`src/rtl/stepdown_softstart_seq.sv`:
```
// stepdown_softstart_seq: soft-start sequencer for the stepdown output stage.
// Holds the output tri-stated for a precharge interval after enable, then
// ramps the reference code to full-scale. Over-current is monitored during
// ramp (after a blanking window) and run, and reported as a latched fault.
//
// Ports:
//   clk, rst_n          sequencer clock, async active-low reset
//   CELV, CELG, CELSUB  supply / ground / substrate pins, no logic attached
//   en                  stepdown enable (synchronous to clk)
//   ocp_flag            over-current comparator (asynchronous, synchronized here)
//   tstate              1 = output stage tri-stated, 0 = driving
//   ramp_code           soft-start reference code
//   pgood               ramp complete and no fault
//   fault               over-current fault latched
//   busy                high during PRECHARGE or RAMP
//
// Build option: define SS_RETRY_EN for hiccup mode (auto-restart from FAULT
// after RETRY_CYC cycles while enabled). Without it FAULT is sticky until
// en=0 or reset.

module stepdown_softstart_seq #(
  parameter int unsigned RAMP_W     = 8,
  parameter int unsigned STEP_DIV   = 16,
  parameter int unsigned PRECHG_CYC = 64,
  parameter int unsigned BLANK_CYC  = 32,
  parameter int unsigned RETRY_CYC  = 1024
) (
  input  logic              clk,
  input  logic              rst_n,
  input  logic              CELV,
  input  logic              CELG,
  input  logic              CELSUB,
  input  logic              en,
  input  logic              ocp_flag,
  output logic              tstate,
  output logic [RAMP_W-1:0] ramp_code,
  output logic              pgood,
  output logic              fault,
  output logic              busy
);

  localparam int unsigned PRECHG_W = (PRECHG_CYC > 1) ? $clog2(PRECHG_CYC) : 1;
  localparam int unsigned PRESC_W  = (STEP_DIV > 1) ? $clog2(STEP_DIV) : 1;
  localparam int unsigned BLANK_W  = (BLANK_CYC > 0) ? $clog2(BLANK_CYC + 1) : 1;

  localparam logic [PRECHG_W-1:0] PRECHG_LAST = PRECHG_W'(PRECHG_CYC - 1);
  localparam logic [PRESC_W-1:0]  PRESC_LAST  = PRESC_W'(STEP_DIV - 1);
  localparam logic [BLANK_W-1:0]  BLANK_DONE  = BLANK_W'(BLANK_CYC);
  localparam logic [RAMP_W-1:0]   RAMP_FULL   = '1;
  localparam logic [RAMP_W-1:0]   RAMP_PENULT = RAMP_FULL - RAMP_W'(1);

  typedef enum logic [2:0] {
    ST_IDLE      = 3'd0,
    ST_PRECHARGE = 3'd1,
    ST_RAMP      = 3'd2,
    ST_RUN       = 3'd3,
    ST_FAULT     = 3'd4
  } state_e;

  state_e               state_q, state_d;
  logic [PRECHG_W-1:0]  prechg_q, prechg_d;
  logic [PRESC_W-1:0]   presc_q, presc_d;
  logic [BLANK_W-1:0]   blank_q, blank_d;
  logic [RAMP_W-1:0]    ramp_q, ramp_d;
  logic                 ocp_meta_q, ocp_s_q;
  logic                 tstate_q, tstate_d;
  logic                 pgood_q, pgood_d;
  logic                 fault_q, fault_d;
  logic                 busy_q, busy_d;
  logic                 ocp_qual;

`ifdef SS_RETRY_EN
  localparam int unsigned RETRY_W = (RETRY_CYC > 1) ? $clog2(RETRY_CYC) : 1;
  localparam logic [RETRY_W-1:0] RETRY_LAST = RETRY_W'(RETRY_CYC - 1);
  logic [RETRY_W-1:0] retry_q, retry_d;
`endif

  // Power pins are carried through the netlist only.
  logic unused_pins;
`ifdef SS_RETRY_EN
  assign unused_pins = ^{CELV, CELG, CELSUB};
`else
  assign unused_pins = ^{CELV, CELG, CELSUB, 1'(RETRY_CYC % 2)};
`endif

  // State register, counters, synchronizer and registered outputs.
  always_ff @(posedge clk or negedge rst_n) begin
    if (!rst_n) begin
      state_q    <= ST_IDLE;
      prechg_q   <= '0;
      presc_q    <= '0;
      blank_q    <= '0;
      ramp_q     <= '0;
      ocp_meta_q <= 1'b0;
      ocp_s_q    <= 1'b0;
      tstate_q   <= 1'b1;
      pgood_q    <= 1'b0;
      fault_q    <= 1'b0;
      busy_q     <= 1'b0;
`ifdef SS_RETRY_EN
      retry_q    <= '0;
`endif
    end else begin
      state_q    <= state_d;
      prechg_q   <= prechg_d;
      presc_q    <= presc_d;
      blank_q    <= blank_d;
      ramp_q     <= ramp_d;
      ocp_meta_q <= ocp_flag;
      ocp_s_q    <= ocp_meta_q;
      tstate_q   <= tstate_d;
      pgood_q    <= pgood_d;
      fault_q    <= fault_d;
      busy_q     <= busy_d;
`ifdef SS_RETRY_EN
      retry_q    <= retry_d;
`endif
    end
  end

  // OCP counts only in RUN, or in RAMP once the blanking counter has saturated.
  assign ocp_qual = ocp_s_q &&
                    ((state_q == ST_RUN) ||
                     ((state_q == ST_RAMP) && (blank_q == BLANK_DONE)));

  // Next-state and counter update; en=0 beats OCP, OCP beats progress.
  always_comb begin
    state_d  = state_q;
    prechg_d = prechg_q;
    presc_d  = presc_q;
    blank_d  = blank_q;
    ramp_d   = ramp_q;
`ifdef SS_RETRY_EN
    retry_d  = retry_q;
`endif
    if (!en) begin
      state_d  = ST_IDLE;
      prechg_d = '0;
      presc_d  = '0;
      blank_d  = '0;
      ramp_d   = '0;
`ifdef SS_RETRY_EN
      retry_d  = '0;
`endif
    end else if (ocp_qual) begin
      state_d  = ST_FAULT;
      prechg_d = '0;
      presc_d  = '0;
      blank_d  = '0;
      ramp_d   = '0;
`ifdef SS_RETRY_EN
      retry_d  = '0;
`endif
    end else begin
      unique case (state_q)
        ST_IDLE: begin
          state_d  = ST_PRECHARGE;
          prechg_d = '0;
          ramp_d   = '0;
        end
        ST_PRECHARGE: begin
          if (prechg_q == PRECHG_LAST) begin
            state_d  = ST_RAMP;
            prechg_d = '0;
            presc_d  = '0;
            blank_d  = '0;
            ramp_d   = '0;
          end else begin
            prechg_d = prechg_q + PRECHG_W'(1);
          end
        end
        ST_RAMP: begin
          if (blank_q != BLANK_DONE) begin
            blank_d = blank_q + BLANK_W'(1);
          end
          if (presc_q == PRESC_LAST) begin
            presc_d = '0;
            if (ramp_q != RAMP_FULL) begin
              ramp_d = ramp_q + RAMP_W'(1);
            end
            // The step that lands on full-scale also completes the ramp.
            if (ramp_q == RAMP_PENULT) begin
              state_d = ST_RUN;
            end
          end else begin
            presc_d = presc_q + PRESC_W'(1);
          end
        end
        ST_RUN: begin
          ramp_d = RAMP_FULL;
        end
        ST_FAULT: begin
          ramp_d = '0;
`ifdef SS_RETRY_EN
          if (retry_q == RETRY_LAST) begin
            state_d  = ST_PRECHARGE;
            prechg_d = '0;
            retry_d  = '0;
          end else begin
            retry_d = retry_q + RETRY_W'(1);
          end
`endif
        end
        default: begin
          state_d = ST_IDLE;
          ramp_d  = '0;
        end
      endcase
    end
  end

  // Output decode from the next state so outputs change on the transition edge.
  always_comb begin
    tstate_d = 1'b1;
    pgood_d  = 1'b0;
    fault_d  = 1'b0;
    busy_d   = 1'b0;
    unique case (state_d)
      ST_PRECHARGE: busy_d = 1'b1;
      ST_RAMP: begin
        tstate_d = 1'b0;
        busy_d   = 1'b1;
      end
      ST_RUN: begin
        tstate_d = 1'b0;
        pgood_d  = 1'b1;
      end
      ST_FAULT: fault_d = 1'b1;
      default: ;
    endcase
  end

  assign tstate    = tstate_q;
  assign ramp_code = ramp_q;
  assign pgood     = pgood_q;
  assign fault     = fault_q;
  assign busy      = busy_q;

endmodule
```
`config.mk`:
```
export PLATFORM = sky130hd
export DESIGN_NAME = stepdown_softstart_seq
export DESIGN_NICKNAME = d
export VERILOG_FILES = /design/src/rtl/stepdown_softstart_seq.sv
export SDC_FILE = /design/constraint.sdc
export NUM_CORES = 1
export LEC_CHECK = 0
export BUFFER_PORTS_ARGS = -buffer_cell sky130_fd_sc_hd__buf_4
export CORE_ASPECT_RATIO = 1.2
export CORE_MARGIN = 2
export CORE_UTILIZATION = 60
export CTS_CLUSTER_DIAMETER = 100
export DETAILED_ROUTE_END_ITERATION = 10
export GPL_TIMING_DRIVEN = 0
export PLACE_DENSITY = 0.83
export SYNTH_ARGS = -nofsm -noshare
export SYNTH_HDL_FRONTEND = slang
export SYNTH_SLANG_ARGS = --single-unit
export TNS_END_PERCENT = 20
```
`constraint.sdc`:
```
create_clock -name clk -period 4.7 [get_ports clk]
set_input_delay 0.705 -clock clk [delete_from_list [all_inputs] [get_ports clk]]
set_output_delay 0.705 -clock clk [all_outputs]
set_load 0.1 [all_outputs]
```
==> flow_summary.html, run 1 <==
<table>
<tr><th>Metric</th><th>Value</th></tr>
<tr><th colspan="2">Status</th></tr>
<tr><td>Result of the run</td><td>finished, final reports clean</td></tr>
<tr><th colspan="2">Power and ir drop</th></tr>
<tr><td>Part of the total power dissipated in sequential elements</td><td>55.9%</td></tr>
<tr><td>Switching share of total power</td><td>between 20% and 30%</td></tr>
<tr><td>Power per cell area</td><td>around 250 nW/um^2</td></tr>
<tr><td>Combinational fraction of design power</td><td>8.6%</td></tr>
<tr><td>Net switching power figure</td><td>about 0.14 mW</td></tr>
<tr><td>Total power</td><td>0.521 mW</td></tr>
<tr><td>Maximum ir drop on the vdd rail</td><td>about 0.00021 V</td></tr>
<tr><td>Leakage</td><td>0.853 nW</td></tr>
<tr><td>Internal power</td><td>~0.39 mW</td></tr>
<tr><td>Part of the total power dissipated in the clock network</td><td>35.6%</td></tr>
<tr><th colspan="2">Timing</th></tr>
<tr><td>Final setup vio count</td><td>0</td></tr>
<tr><td>Setup repair after global routing missed its margin</td><td>no</td></tr>
<tr><td>Achievable frequency</td><td>502 MHz</td></tr>
<tr><td>Final critical-path share of the clock period</td><td>42.4%</td></tr>
<tr><td>Setup total negative slack</td><td>0 ns</td></tr>
<tr><td>Count of final hold-check violations</td><td>0</td></tr>
<tr><td>Actual slew at the worst max-slew pin</td><td>0.645 ns</td></tr>
<tr><td>Max-Slew Margin vs Limit</td><td>56.6%</td></tr>
<tr><td>Clk_skew</td><td>0.0170 ns</td></tr>
<tr><td>Number of slew-limit violations in the final report</td><td>0</td></tr>
<tr><td>Minimum period implied by the final worst setup slack</td><td>1.99 ns</td></tr>
<tr><th colspan="2">CTS</th></tr>
<tr><td>Setup repair bufs after CTS</td><td>0</td></tr>
<tr><td>CTS Hold Bufs</td><td>0</td></tr>
<tr><td>Clock transition at path regs</td><td>0.11 ns</td></tr>
<tr><td>Total CTS buffers</td><td>5</td></tr>
<tr><td>Clk sinks</td><td>33</td></tr>
<tr><td>Clock latency reported for the late side of the worst-skew pair</td><td>0.34 ns</td></tr>
<tr><td>Clock Root Buffer</td><td>sky130_fd_sc_hd__clkbuf_4</td></tr>
<tr><td>Clock tree from TritonCTS</td><td>built</td></tr>
<tr><td>Post-CTS Resized</td><td>0</td></tr>
<tr><td>Maximum level of the CTS H-tree</td><td>2</td></tr>
<tr><td>Maximum root-to-sink buffer count</td><td>2</td></tr>
<tr><th colspan="2">Global routing</th></tr>
<tr><td>Wire length of the first global-routing pass</td><td>7550 um</td></tr>
<tr><td>Vias in the first global route</td><td>1652</td></tr>
<tr><td>Largest net degree at the start of global routing</td><td>34</td></tr>
<tr><td>Antenna violations before repair</td><td>0</td></tr>
<tr><td>Aggregate global-route resource usage</td><td>27.1%</td></tr>
<tr><td>Overflow left after global routing</td><td>0</td></tr>
<tr><th colspan="2">Floorplanning</th></tr>
<tr><td>Area inside the core boundary</td><td>between 3000 and 4000 sq um</td></tr>
<tr><td>Initial core utilization</td><td>62.5%</td></tr>
<tr><td>Top Ports</td><td>19</td></tr>
<tr><td>Overall die width</td><td>55.3 um</td></tr>
<tr><td>Number of cell rows</td><td>22</td></tr>
<tr><td>DIE AREA</td><td>around 3600 sq um</td></tr>
<tr><td>Vertical extent of the die</td><td>65.5 um</td></tr>
<tr><th colspan="2">Synthesis</th></tr>
<tr><td>Avg Cell Area, Syn</td><td>about 9.5 sq um</td></tr>
<tr><td>Number of standard cells after synthesis</td><td>200</td></tr>
<tr><td>Cell type with the largest total area after synthesis</td><td>sky130_fd_sc_hd__dfrtp_1</td></tr>
<tr><td>Cell area after synthesis</td><td>around 1900 sq um</td></tr>
<tr><td>Sequential area share after synthesis</td><td>between 40% and 50%</td></tr>
<tr><td>Synthesized Nets</td><td>213</td></tr>
<tr><td>Number of synthesized register bits</td><td>33</td></tr>
<tr><td>Yosys synthesis warning count</td><td>0</td></tr>
<tr><td>Most used flip-flop cell after synthesis</td><td>sky130_fd_sc_hd__dfrtp_1</td></tr>
<tr><td>Cell types occupying the most area after synthesis</td><td>sky130_fd_sc_hd__dfrtp_1, sky130_fd_sc_hd__nand3_1, sky130_fd_sc_hd__ha_1</td></tr>
<tr><td>Number of distinct library cells after synthesis</td><td>53</td></tr>
<tr><td>Synth top area share</td><td>42.3%</td></tr>
<tr><td>Proportion of synthesized flip-flops having asynchronous set or reset</td><td>100%</td></tr>
<tr><td>Number of flops mapped to enable cells by yosys</td><td>0</td></tr>
<tr><th colspan="2">Setup path</th></tr>
<tr><td>Crit path capture type</td><td>flip-flop</td></tr>
<tr><td>Cell class contributing the biggest share of worst-path delay</td><td>compound AO/OA/AOI/OAI gates</td></tr>
<tr><td>Biggest cell delay along the critical path</td><td>0.63 ns</td></tr>
<tr><td>Buf+Inv Stages, Crit Path</td><td>0</td></tr>
<tr><td>Data arrival time of the critical path</td><td>approximately 2.2 ns</td></tr>
<tr><td>Launching element type of the critical path</td><td>flip-flop</td></tr>
<tr><td>CP max FO</td><td>8</td></tr>
<tr><td>Data required time of the critical path</td><td>about 4.9 ns</td></tr>
<tr><td>Slowest-stage cell, CP</td><td>sky130_fd_sc_hd__o31ai_2</td></tr>
<tr><td>Worst Path Class, Setup</td><td>flip-flop to flip-flop</td></tr>
<tr><td>CP cell instances</td><td>ha_1 -&gt; and3_1 -&gt; a31oi_4 -&gt; o31ai_2 -&gt; nor3_1</td></tr>
<tr><th colspan="2">Drt</th></tr>
<tr><td>DRC</td><td>0</td></tr>
<tr><td>TritonRoute pass-1 iters</td><td>4</td></tr>
<tr><td>Average routed wire per standard cell</td><td>between 15 and 20 um</td></tr>
<tr><td>Initial drt markers</td><td>135</td></tr>
<tr><td>Vias</td><td>1714</td></tr>
<tr><td>Post-detailed-routing wire length</td><td>~4400 um</td></tr>
<tr><td>Routed vias/inst</td><td>between 6 and 7</td></tr>
<tr><td>Antenna viol nets, final</td><td>0</td></tr>
<tr><th colspan="2">Placement</th></tr>
<tr><td>Total of buffers placed on input and output ports</td><td>15</td></tr>
<tr><td>RD Place Congestion</td><td>0.862</td></tr>
<tr><td>DP Wirelength</td><td>about 3100 um</td></tr>
<tr><th colspan="2">Final layout</th></tr>
<tr><td>Total number of nets in the final design</td><td>roughly 240</td></tr>
<tr><td>Inserted Diodes</td><td>0</td></tr>
<tr><td>Share of layout cells above drive strength 1</td><td>20.2%</td></tr>
<tr><td>Layout overhead on the synthesized area</td><td>12.0%</td></tr>
<tr><th colspan="2">Run</th></tr>
<tr><td>Count of maximum capacitance violations</td><td>0</td></tr>
<tr><th colspan="2">Worst hold path</th></tr>
<tr><td>Class of the most critical hold timing path</td><td>primary input to asynchronous set/reset pin</td></tr>
</table>
==> path summary, 6_finish.rpt <==
path                             start            to  slack (ns)  cells past startpoint
setup / recovery           prechg_q[0]  ramp_code[6]        2.71                      5
hold / removal                   rst_n  ramp_code[2]        0.29                      1
setup reg to reg           prechg_q[0]  ramp_code[6]        2.71                      5
hold reg to reg             ocp_meta_q       ocp_s_q        0.36                      0
max in group asynchronous        rst_n        tstate        4.07                      1
min in group clk            ocp_meta_q       ocp_s_q        0.36                      0
==> power by group through the flow <==
stage | registers [mW] | clock network (mW) | logic [mW]
after floorplan | 0.308 | 0 | 0.0172
after global placement | 0.296 | 0 | 0.0435
after detailed placement | 0.296 | 0 | 0.0445
after CTS | 0.291 | 0.188 | 0.0446
after global routing | 0.292 | 0.201 | 0.0483
final | 0.291 | 0.185 | 0.0446
==> stage by stage <==
step / hold WS [ns] / cells / setup slack (ns) / area, sq um / util [%]
3_3_place_gp: 0.342 / 251 / 2.82 / 2050 / 67.7
5_1_grt: 0.307 / 259 / 2.62 / 2120 / 70.0
2_1_floorplan: 0.331 / 200 / 2.59 / 1890 / -
6_report: 0.286 / 259 / 2.71 / 2120 / 70.0
3_5_place_dp: 0.347 / 251 / 2.75 / 2050 / 67.7
4_1_cts: 0.296 / 259 / 2.75 / 2120 / 70.0
==> registers in the layout (all words and copies together) (netlist names) <==
signal and flops:
tstate 1, blank_q 6, busy 1, ramp_code 8, ocp_meta_q 1, fault 1, ocp_s_q 1, pgood 1
presc_q 4, state_q 3, prechg_q 6
==> Yosys cell counts (all sizes together) (2+ instances only) <==
master and n:
a211oi 3, a21oi 13, a311oi 5, a31oi 7
and2 3, and3 2, buf 6, clkbuf 2
dfrtp 32, ha 6, inv 8, nand2 15
nand3 16, nand3b 5, nand4 4, nor2 18
nor3 9, nor3b 2, nor4 4, o21ai 6
o22ai 2, o31ai 8, or2 2, or3b 2
or4 2
==> cell families after synthesis <==
logic type | Yosys count | share of synthesized area, %
AOI/OAI and AO/OA | 55 | 22.2
adders and majority gates | 6 | 3.97
muxes | 1 | 0.529
DFF | 33 | 43.7
buffers and inverters | 17 | 3.90
and+or+nand+nor | 88 | 25.7
==> worst register-to-register path: cells and delay by family, from the launching register on <==
kind / cells / cell delay, ns
adders and majority gates: 1 / 0.23
and+or+nand+nor: 2 / 0.43
AOI/OAI and AO/OA: 2 / 0.80
DFF: 1 / 0.41
==> layer usage <==
| metal | up-vias | track usage [%] | wire [um] |
|---|---|---|---|
| met5 | - | 0 | 0 |
| met2 | 66 | 43.5 | 2190 |
| li1 | 805 | - | - |
| met1 | 829 | 34.6 | 1830 |
| met3 | 14 | 5.71 | 238 |
| met4 | 0 | 14.0 | 123 |
==> cell type report <==
type / instances / area (sq um)
buffer: 8 / 40.0
clock buffer: 7 / 65.1
clock inverter: 1 / 5.00
fill: 240 / 907
inverter: 9 / 33.8
multi-input combinational: 150 / 992
sequential: 33 / 827
tap: 36 / 45.0
timing repair buffer: 15 / 113
==> layout by cell type, fill, tap and decap left out, drive strengths merged, types with 7 or more instances in the layout <==
cell | Yosys | final
dfrtp | 32 | 32
buf | 6 | 21
nor2 | 18 | 18
nand3 | 16 | 16
nand2 | 15 | 15
a21oi | 13 | 13
nor3 | 9 | 9
clkbuf | 2 | 9
inv | 8 | 8
o31ai | 8 | 8
a31oi | 7 | 7
Note: power is estimated with default switching activity, not from simulation.
==> inputs of run 2 (changes only) <==
--- a/config.mk
+++ b/config.mk
@@ -5,14 +5,15 @@
 export SDC_FILE = /design/constraint.sdc
 export NUM_CORES = 1
 export LEC_CHECK = 0
+export ABC_AREA = 1
 export BUFFER_PORTS_ARGS = -buffer_cell sky130_fd_sc_hd__buf_4
 export CORE_ASPECT_RATIO = 1.2
 export CORE_MARGIN = 2
-export CORE_UTILIZATION = 60
+export CORE_UTILIZATION = 59
 export CTS_CLUSTER_DIAMETER = 100
 export DETAILED_ROUTE_END_ITERATION = 10
 export GPL_TIMING_DRIVEN = 0
-export PLACE_DENSITY = 0.83
+export PLACE_DENSITY = 0.81
 export SYNTH_ARGS = -nofsm -noshare
 export SYNTH_HDL_FRONTEND = slang
 export SYNTH_SLANG_ARGS = --single-unit
==> constraint.sdc (replaced) <==
create_clock -name clk -period 2.1 [get_ports clk]
set_input_delay 0.315 -clock clk [delete_from_list [all_inputs] [get_ports clk]]
set_output_delay 0.315 -clock clk [all_outputs]
set_load 0.1 [all_outputs]
==> flow_summary.html, run 2 <==
<table>
<tr><th>Metric</th><th>Value</th></tr>
<tr><th colspan="2">Power and ir drop</th></tr>
<tr><td>Switching share of total power</td><td>a little over a quarter</td></tr>
<tr><td>Internal power</td><td>0.895 mW</td></tr>
<tr><td>Leakage</td><td>1.20 nW</td></tr>
<tr><td>Combinational fraction of design power</td><td>7.2%</td></tr>
<tr><td>Net switching power figure</td><td>~0.33 mW</td></tr>
<tr><td>Part of the total power dissipated in sequential elements</td><td>a little over half</td></tr>
<tr><td>Maximum ir drop on the vdd rail</td><td>between 0.0004 and 0.0005 V</td></tr>
<tr><td>Part of the total power dissipated in the clock network</td><td>between 30% and 40%</td></tr>
<tr><td>Total power</td><td>1.22 mW</td></tr>
<tr><td>Power per cell area</td><td>545 nW/um^2</td></tr>
<tr><th colspan="2">Timing</th></tr>
<tr><td>Count of final hold-check violations</td><td>0</td></tr>
<tr><td>Final critical-path share of the clock period</td><td>80.9%</td></tr>
<tr><td>Max-Slew Margin vs Limit</td><td>66.0%</td></tr>
<tr><td>Number of slew-limit violations in the final report</td><td>0</td></tr>
<tr><td>Achievable frequency</td><td>589 MHz</td></tr>
<tr><td>Actual slew at the worst max-slew pin</td><td>0.510 ns</td></tr>
<tr><td>Setup repair after global routing missed its margin</td><td>no</td></tr>
<tr><td>Final setup vio count</td><td>0</td></tr>
<tr><td>Minimum period implied by the final worst setup slack</td><td>1.70 ns</td></tr>
<tr><td>Setup total negative slack</td><td>0 ns</td></tr>
<tr><td>Clk_skew</td><td>0.00653 ns</td></tr>
<tr><th colspan="2">CTS</th></tr>
<tr><td>CTS Hold Bufs</td><td>1</td></tr>
<tr><td>Setup repair bufs after CTS</td><td>0</td></tr>
<tr><td>Clk sinks</td><td>33</td></tr>
<tr><td>Post-CTS Resized</td><td>0</td></tr>
<tr><td>Clock latency reported for the late side of the worst-skew pair</td><td>0.29 ns</td></tr>
<tr><td>Clock Root Buffer</td><td>sky130_fd_sc_hd__clkbuf_8</td></tr>
<tr><td>Maximum level of the CTS H-tree</td><td>2</td></tr>
<tr><td>Clock tree from TritonCTS</td><td>built</td></tr>
<tr><td>Clock transition at path regs</td><td>about 0.070 ns</td></tr>
<tr><td>Maximum root-to-sink buffer count</td><td>2</td></tr>
<tr><td>Total CTS buffers</td><td>5</td></tr>
<tr><th colspan="2">Global routing</th></tr>
<tr><td>Overflow left after global routing</td><td>0</td></tr>
<tr><td>Met1 track demand over resource</td><td>28.2%</td></tr>
<tr><td>Routing layer with the top usage in global route</td><td>met2</td></tr>
<tr><td>Wire length of the first global-routing pass</td><td>7330 um</td></tr>
<tr><td>Vias in the first global route</td><td>approximately 1800</td></tr>
<tr><td>Largest net degree at the start of global routing</td><td>34</td></tr>
<tr><td>Aggregate global-route resource usage</td><td>24.5%</td></tr>
<tr><td>Met2 usage</td><td>43.8%</td></tr>
<tr><td>Antenna violations before repair</td><td>0</td></tr>
<tr><td>Met3 routing resource usage after global routing</td><td>~4.2%</td></tr>
<tr><th colspan="2">Synthesis</th></tr>
<tr><td>Most frequent cell after synthesis</td><td>sky130_fd_sc_hd__nand2_1</td></tr>
<tr><td>Yosys synthesis warning count</td><td>0</td></tr>
<tr><td>Cell types occupying the most area after synthesis</td><td>sky130_fd_sc_hd__dfrtp_1, sky130_fd_sc_hd__nand2_1, sky130_fd_sc_hd__nand3_1</td></tr>
<tr><td>Synthesized Nets</td><td>264</td></tr>
<tr><td>Commonest cells post-synth</td><td>sky130_fd_sc_hd__nand2_1, sky130_fd_sc_hd__dfrtp_1, sky130_fd_sc_hd__nand3_1, sky130_fd_sc_hd__inv_1, sky130_fd_sc_hd__nand4_1</td></tr>
<tr><td>Proportion of synthesized flip-flops having asynchronous set or reset</td><td>100%</td></tr>
<tr><td>Dominant combinational cell family by area after synthesis</td><td>simple AND/OR/NAND/NOR gates</td></tr>
<tr><td>Sequential area share after synthesis</td><td>41.5%</td></tr>
<tr><td>Cell type with the largest total area after synthesis</td><td>sky130_fd_sc_hd__dfrtp_1</td></tr>
<tr><td>Most used flip-flop cell after synthesis</td><td>sky130_fd_sc_hd__dfrtp_1</td></tr>
<tr><td>Number of distinct library cells after synthesis</td><td>33</td></tr>
<tr><td>Number of standard cells after synthesis</td><td>251</td></tr>
<tr><td>Cell area after synthesis</td><td>roughly 2000 sq um</td></tr>
<tr><td>Compound-gate portion of the synthesized area</td><td>5.52%</td></tr>
<tr><td>Area share of xor/xnor cells in the synthesized design</td><td>under 10%</td></tr>
<tr><td>Number of synthesized register bits</td><td>33</td></tr>
<tr><td>Avg Cell Area, Syn</td><td>between 7 and 8 sq um</td></tr>
<tr><td>Number of flops mapped to enable cells by yosys</td><td>0</td></tr>
<tr><td>Share of synthesized area spent on multiplexers</td><td>0%</td></tr>
<tr><td>Adder-Cell Fraction of Synth Area</td><td>between 3 and 4%</td></tr>
<tr><td>Synthesized-area fraction occupied by and/or/nand/nor cells</td><td>38.9%</td></tr>
<tr><td>Synth top area share</td><td>40.2%</td></tr>
<tr><th colspan="2">Setup path</th></tr>
<tr><td>Crit path capture type</td><td>flip-flop</td></tr>
<tr><td>Data required time of the critical path</td><td>2.28 ns</td></tr>
<tr><td>Biggest cell delay along the critical path</td><td>0.41 ns</td></tr>
<tr><td>Buf+Inv Stages, Crit Path</td><td>2</td></tr>
<tr><td>Data arrival time of the critical path</td><td>1.88 ns</td></tr>
<tr><td>Launching element type of the critical path</td><td>flip-flop</td></tr>
<tr><td>CP cell instances</td><td>inv_1 -&gt; ha_1 -&gt; nand3_1 -&gt; nor2_1 -&gt; nand2_4 -&gt; nand2_4 -&gt; nand2_2 -&gt; buf_4 -&gt; nand4_1 -&gt; nand2_1</td></tr>
<tr><td>CP max FO</td><td>10</td></tr>
<tr><td>Worst Path Class, Setup</td><td>flip-flop to flip-flop</td></tr>
<tr><td>Slowest-stage cell, CP</td><td>sky130_fd_sc_hd__dfrtp_1</td></tr>
<tr><td>Cell seen most often among critical-path stages</td><td>sky130_fd_sc_hd__nand2_4</td></tr>
<tr><td>Cell class contributing the biggest share of worst-path delay</td><td>simple AND/OR/NAND/NOR gates</td></tr>
<tr><th colspan="2">Drt</th></tr>
<tr><td>Routed vias/inst</td><td>5.72</td></tr>
<tr><td>Vias</td><td>approximately 1800</td></tr>
<tr><td>Antenna viol nets, final</td><td>0</td></tr>
<tr><td>Average routed wire per standard cell</td><td>about 14 um</td></tr>
<tr><td>Post-detailed-routing wire length</td><td>4290 um</td></tr>
<tr><td>Initial drt markers</td><td>125</td></tr>
<tr><td>TritonRoute pass-1 iters</td><td>5</td></tr>
<tr><td>DRC</td><td>0</td></tr>
<tr><th colspan="2">Final layout</th></tr>
<tr><td>Inserted Diodes</td><td>0</td></tr>
<tr><td>Share of layout cells above drive strength 1</td><td>between 10% and 20%</td></tr>
<tr><td>Leading cell type in the layout, fill and taps excluded</td><td>sky130_fd_sc_hd__nand2_1</td></tr>
<tr><td>Non-filler instance count after layout</td><td>311</td></tr>
<tr><td>Number of flip-flops under the largest register name</td><td>8</td></tr>
<tr><td>Most frequent cells in the layout</td><td>sky130_fd_sc_hd__nand2_1, sky130_fd_sc_hd__dfrtp_1, sky130_fd_sc_hd__nand3_1, sky130_fd_sc_hd__inv_1, sky130_fd_sc_hd__nand4_1</td></tr>
<tr><td>Total number of nets in the final design</td><td>286</td></tr>
<tr><td>Layout overhead on the synthesized area</td><td>12.7%</td></tr>
<tr><th colspan="2">Floorplanning</th></tr>
<tr><td>Number of cell rows</td><td>23</td></tr>
<tr><td>Initial core utilization</td><td>60.8%</td></tr>
<tr><td>Area inside the core boundary</td><td>3280 sq um</td></tr>
<tr><td>DIE AREA</td><td>~3900 sq um</td></tr>
<tr><td>Top Ports</td><td>19</td></tr>
<tr><td>Vertical extent of the die</td><td>67.7 um</td></tr>
<tr><td>Overall die width</td><td>roughly 57 um</td></tr>
<tr><th colspan="2">Placement</th></tr>
<tr><td>RD Place Congestion</td><td>between 0.8 and 0.9</td></tr>
<tr><td>Total of buffers placed on input and output ports</td><td>14</td></tr>
<tr><td>Cell count after placement</td><td>302</td></tr>
<tr><td>DP Wirelength</td><td>2980 um</td></tr>
<tr><th colspan="2">Status</th></tr>
<tr><td>Result of the run</td><td>finished, final reports clean</td></tr>
<tr><th colspan="2">Run</th></tr>
<tr><td>Count of maximum capacitance violations</td><td>0</td></tr>
<tr><th colspan="2">Worst hold path</th></tr>
<tr><td>Class of the most critical hold timing path</td><td>primary input to flip-flop</td></tr>
</table>
-- run 2: cell types whose count changed after synthesis, sizes merged, moves of 5 or more --
| cell | before | now |
|---|---|---|
| inv | 8 | 31 |
| a311oi | 5 | 0 |
| nand3 | 16 | 37 |
| nand4 | 4 | 24 |
| nand2 | 15 | 71 |
| o31ai | 8 | 0 |
| nor3 | 9 | 1 |
| a31oi | 7 | 0 |
-- run 2: cell families after synthesis --
kind of cell,after synthesis
simple gates,153
buf+inv,37
flops,33
compound gates,17
fa+ha+maj,6
xor+xnor,5
-- run 2: worst paths after layout --
| check | startpoint | endpoint | slack (ns) | cells after the start |
|---|---|---|---|---|
| min in group asynchronous | rst_n | ramp_code[2] | 0.50 | 2 |
| worst min register to register | ocp_meta_q | ocp_s_q | 0.36 | 0 |
| worst max-delay path | blank_q[0] | presc_q[2] | 0.40 | 10 |
| worst max register to register | blank_q[0] | presc_q[2] | 0.40 | 10 |
| worst min-delay path | ocp_flag | ocp_meta_q | 0.13 | 1 |
| max in group asynchronous | rst_n | tstate | 1.26 | 2 |
-- run 2: layout make-up --
type | instances | area (sq um)
Fill cell | 286 | 1030
Multi-Input combinational cell | 181 | 1000
Sequential cell | 33 | 827
Inverter | 31 | 121
Timing Repair Buffer | 15 | 115
Clock buffer | 5 | 68.8
Tap cell | 37 | 46.3
Buffer | 6 | 41.3
Clock inverter | 3 | 22.5
-- run 2: metal layers --
metal	vias up	part of all wire (%)
li1	881	-
met2	51	51
met1	843	43
met3	4	5.3
met5	-	0
met4	0	0.91
-- run 2: power groups by stage --
stage / combinational, mW / clock, mW / sequential, mW
6_report: 0.0881 / 0.487 / 0.648
3_5_place_dp: 0.0874 / 0 / 0.660
3_3_place_gp: 0.0865 / 0 / 0.659
5_1_grt: 0.0975 / 0.513 / 0.648
2_1_floorplan: 0.0445 / 0 / 0.670
4_1_cts: 0.0894 / 0.491 / 0.647
-- run 2: worst reg2reg max path, stage by stage (launching register included) --
cell and delay, ns:
sky130_fd_sc_hd__dfrtp_1 0.41, sky130_fd_sc_hd__inv_1 0.09, sky130_fd_sc_hd__ha_1 0.14, sky130_fd_sc_hd__nand3_1 0.08, sky130_fd_sc_hd__nor2_1 0.19, sky130_fd_sc_hd__nand2_4 0.09, sky130_fd_sc_hd__nand2_4 0.08, sky130_fd_sc_hd__nand2_2 0.16
sky130_fd_sc_hd__buf_4 0.23, sky130_fd_sc_hd__nand4_1 0.08, sky130_fd_sc_hd__nand2_1 0.06
-- run 2: through the flow --
step | utilization [%] | hold slack (ns) | worst slack (ns) | area (sq um)
after CTS | 68.5 | 0.128 | 0.407 | 2250
after detailed placement | 65.4 | 0.282 | 0.418 | 2140
after floorplan | - | 0.0194 | 0.0340 | 1990
final | 68.5 | 0.131 | 0.401 | 2250
after global routing | 68.5 | 0.119 | 0.262 | 2250
after global placement | 65.4 | 0.282 | 0.450 | 2140
==> inputs of run 3 (changes only) <==
==> constraint.sdc (replaced) <==
create_clock -name clk -period 1.6 [get_ports clk]
set_input_delay 0.24 -clock clk [delete_from_list [all_inputs] [get_ports clk]]
set_output_delay 0.24 -clock clk [all_outputs]
set_load 0.1 [all_outputs]
==> flow_summary.html, run 3 (same netlist as run 2, synthesis figures left out) <==
<table>
<tr><th>Metric</th><th>Value</th></tr>
<tr><th colspan="2">Status</th></tr>
<tr><td>Result of the run</td><td>finished, final reports clean</td></tr>
<tr><th colspan="2">Power and ir drop</th></tr>
<tr><td>Maximum ir drop on the vdd rail</td><td>0.000619 V</td></tr>
<tr><td>Part of the total power dissipated in the clock network</td><td>37.6%</td></tr>
<tr><td>Leakage</td><td>~1.3 nW</td></tr>
<tr><td>Net switching power figure</td><td>slightly above 0.4 mW</td></tr>
<tr><td>Combinational fraction of design power</td><td>8.8%</td></tr>
<tr><td>Power per cell area</td><td>around 650 nW/um^2</td></tr>
<tr><td>Switching share of total power</td><td>between 20% and 30%</td></tr>
<tr><td>Internal power</td><td>1.19 mW</td></tr>
<tr><td>Total power</td><td>1.60 mW</td></tr>
<tr><td>Part of the total power dissipated in sequential elements</td><td>a little over half</td></tr>
<tr><th colspan="2">CTS</th></tr>
<tr><td>Clock tree from TritonCTS</td><td>built</td></tr>
<tr><td>Maximum root-to-sink buffer count</td><td>2</td></tr>
<tr><td>Clock latency reported for the late side of the worst-skew pair</td><td>roughly 0.29 ns</td></tr>
<tr><td>Maximum level of the CTS H-tree</td><td>2</td></tr>
<tr><td>Clock transition at path regs</td><td>around 0.07 ns</td></tr>
<tr><td>Total CTS buffers</td><td>5</td></tr>
<tr><td>Clock Root Buffer</td><td>sky130_fd_sc_hd__clkbuf_8</td></tr>
<tr><td>Clk sinks</td><td>33</td></tr>
<tr><th colspan="2">Global routing</th></tr>
<tr><td>Largest net degree at the start of global routing</td><td>34</td></tr>
<tr><td>Aggregate global-route resource usage</td><td>25.7%</td></tr>
<tr><td>Wire length of the first global-routing pass</td><td>7560 um</td></tr>
<tr><td>Overflow left after global routing</td><td>0</td></tr>
<tr><td>Vias in the first global route</td><td>1725</td></tr>
<tr><td>Antenna violations before repair</td><td>0</td></tr>
<tr><th colspan="2">Drt</th></tr>
<tr><td>DRC</td><td>0</td></tr>
<tr><td>Total length of routed met3 wires</td><td>281 um</td></tr>
<tr><td>Highest signal layer in the routed design</td><td>met4</td></tr>
<tr><td>TritonRoute pass-1 iters</td><td>4</td></tr>
<tr><td>Post-detailed-routing wire length</td><td>4930 um</td></tr>
<tr><td>Routed metal-1 wire length</td><td>slightly above 2000 um</td></tr>
<tr><td>Antenna viol nets, final</td><td>0</td></tr>
<tr><td>Average routed wire per standard cell</td><td>~15 um</td></tr>
<tr><td>Vias</td><td>1916</td></tr>
<tr><td>Wire length on met2</td><td>between 2000 and 2500 um</td></tr>
<tr><td>Initial drt markers</td><td>122</td></tr>
<tr><td>Routed vias/inst</td><td>a little under 6</td></tr>
<tr><th colspan="2">Final layout</th></tr>
<tr><td>Number of fillers in the final layout</td><td>244</td></tr>
<tr><td>Leading cell type in the layout, fill and taps excluded</td><td>sky130_fd_sc_hd__nand2_1</td></tr>
<tr><td>Total number of nets in the final design</td><td>297</td></tr>
<tr><td>Total area of multi-input combinational cells</td><td>1110 sq um</td></tr>
<tr><td>Utilization after layout</td><td>74.9%</td></tr>
<tr><td>Inserted Diodes</td><td>0</td></tr>
<tr><td>Number of flip-flops under the largest register name</td><td>8</td></tr>
<tr><td>Non-filler instance count after layout</td><td>322</td></tr>
<tr><td>Share of layout cells above drive strength 1</td><td>about 27%</td></tr>
<tr><td>Flip-flop and latch area</td><td>approximately 840 sq um</td></tr>
<tr><td>Most frequent cells in the layout</td><td>sky130_fd_sc_hd__nand2_1, sky130_fd_sc_hd__nand3_1, sky130_fd_sc_hd__inv_1, sky130_fd_sc_hd__nand4_1, sky130_fd_sc_hd__dfrtp_1</td></tr>
<tr><td>Layout overhead on the synthesized area</td><td>23.2%</td></tr>
<tr><th colspan="2">Placement</th></tr>
<tr><td>RD Place Congestion</td><td>0.829</td></tr>
<tr><td>Total of buffers placed on input and output ports</td><td>14</td></tr>
<tr><td>DP Wirelength</td><td>3040 um</td></tr>
<tr><td>Cell count after placement</td><td>302</td></tr>
<tr><th colspan="2">Timing</th></tr>
<tr><td>Worst hold slack</td><td>0.0584 ns</td></tr>
<tr><td>Clk_skew</td><td>0.00578 ns</td></tr>
<tr><td>Count of final hold-check violations</td><td>0</td></tr>
<tr><td>Max-Slew Margin vs Limit</td><td>64.7%</td></tr>
<tr><td>Setup repair after global routing missed its margin</td><td>yes</td></tr>
<tr><td>Setup total negative slack</td><td>0 ns</td></tr>
<tr><td>Final critical-path share of the clock period</td><td>between 90% and 100%</td></tr>
<tr><td>Minimum period implied by the final worst setup slack</td><td>1.56 ns</td></tr>
<tr><td>Final setup vio count</td><td>0</td></tr>
<tr><td>Actual slew at the worst max-slew pin</td><td>0.529 ns</td></tr>
<tr><td>Achievable frequency</td><td>642 MHz</td></tr>
<tr><td>Number of slew-limit violations in the final report</td><td>0</td></tr>
<tr><th colspan="2">Setup path</th></tr>
<tr><td>Launching element type of the critical path</td><td>flip-flop</td></tr>
<tr><td>Data required time of the critical path</td><td>1.83 ns</td></tr>
<tr><td>Worst setup path startpoint</td><td>prechg_q[0]</td></tr>
<tr><td>Launching point of the worst reg2reg path</td><td>prechg_q[0]</td></tr>
<tr><td>Worst reg2reg path endpoint</td><td>blank_q[2]</td></tr>
<tr><td>Register-to-Register Setup Slack</td><td>0.04 ns</td></tr>
<tr><td>Data arrival time of the critical path</td><td>1.79 ns</td></tr>
<tr><td>Worst Path Class, Setup</td><td>flip-flop to flip-flop</td></tr>
<tr><td>Crit path capture type</td><td>flip-flop</td></tr>
<tr><td>FF-to-FF path depth</td><td>9</td></tr>
<tr><td>CP max FO</td><td>7</td></tr>
<tr><th colspan="2">Floorplanning</th></tr>
<tr><td>Number of cell rows</td><td>23</td></tr>
<tr><td>Overall die width</td><td>57.1 um</td></tr>
<tr><td>Area inside the core boundary</td><td>3280 sq um</td></tr>
<tr><td>Top Ports</td><td>19</td></tr>
<tr><td>Vertical extent of the die</td><td>between 60 and 70 um</td></tr>
<tr><td>DIE AREA</td><td>between 3000 and 4000 sq um</td></tr>
<tr><td>Initial core utilization</td><td>60.8%</td></tr>
<tr><th colspan="2">Worst hold path</th></tr>
<tr><td>Hold-critical path depth</td><td>1</td></tr>
<tr><td>Start point of the worst min-delay path</td><td>ocp_flag</td></tr>
<tr><td>Class of the most critical hold timing path</td><td>primary input to flip-flop</td></tr>
<tr><td>Hold Crit Endpoint</td><td>ocp_meta_q</td></tr>
<tr><th colspan="2">Run</th></tr>
<tr><td>Count of maximum capacitance violations</td><td>0</td></tr>
</table>
## run 3: routing by layer
metal	GRT usage [%]	vias to the layer above
li1	-	911
met1	29.4	919
met2	45.8	75
met3	5.75	11
met4	11.3	0
met5	0	-
## run 3: worst max-delay path by stage
stage,to,cells after the start
2_1_floorplan,ramp_code[2],8
3_3_place_gp,fault,9
3_5_place_dp,presc_q[1],10
4_1_cts,blank_q[0],8
5_1_grt,blank_q[2],9
6_report,blank_q[2],9
## run 3: stage by stage
stage	worst slack [ns]	area, sq um
after floorplan	0.0129	2020
after global placement	-0.0770	2170
after detailed placement	-0.0560	2170
after CTS	0.0178	2310
after global routing	-0.0579	2460
final	0.0424	2460
## run 3: cell type report
type | count | area share, %
plain buffers | 6 | 1.99
repair buffers | 24 | 7.90
clock buffers | 6 | 2.95
inverters | 31 | 5.15
flip-flops and latches | 33 | 34.3
clock inverters | 2 | 0.408
well taps | 37 | 1.88
multi-input cells | 183 | 45.4
## run 3: power groups by stage
stage	registers [mW]	clock network (mW)	logic, mW
after CTS	0.851	0.615	0.127
final	0.856	0.602	0.141
after global routing	0.855	0.643	0.154
after floorplan	0.880	0	0.0583
after global placement	0.866	0	0.114
after detailed placement	0.867	0	0.117
## run 3: repair_timing
action,4_1_cts,5_1_grt
setup endpoints to repair,24,29
resized for setup,5,24
hold endpoints to repair,32,0
setup buffers,4,4
cloned,0,3
hold buffers,1,0
pin swaps,2,8
## run 3: critical path, cell delays in order (launching register included)
cell and delay [ns]:
sky130_fd_sc_hd__dfrtp_1 0.44, sky130_fd_sc_hd__ha_4 0.18, sky130_fd_sc_hd__nand3_2 0.11, sky130_fd_sc_hd__nor2_2 0.16, sky130_fd_sc_hd__nand2_1 0.12, sky130_fd_sc_hd__nand2_1 0.12, sky130_fd_sc_hd__nand2_2 0.12, sky130_fd_sc_hd__inv_1 0.08
sky130_fd_sc_hd__nand4_1 0.07, sky130_fd_sc_hd__nand2_1 0.08
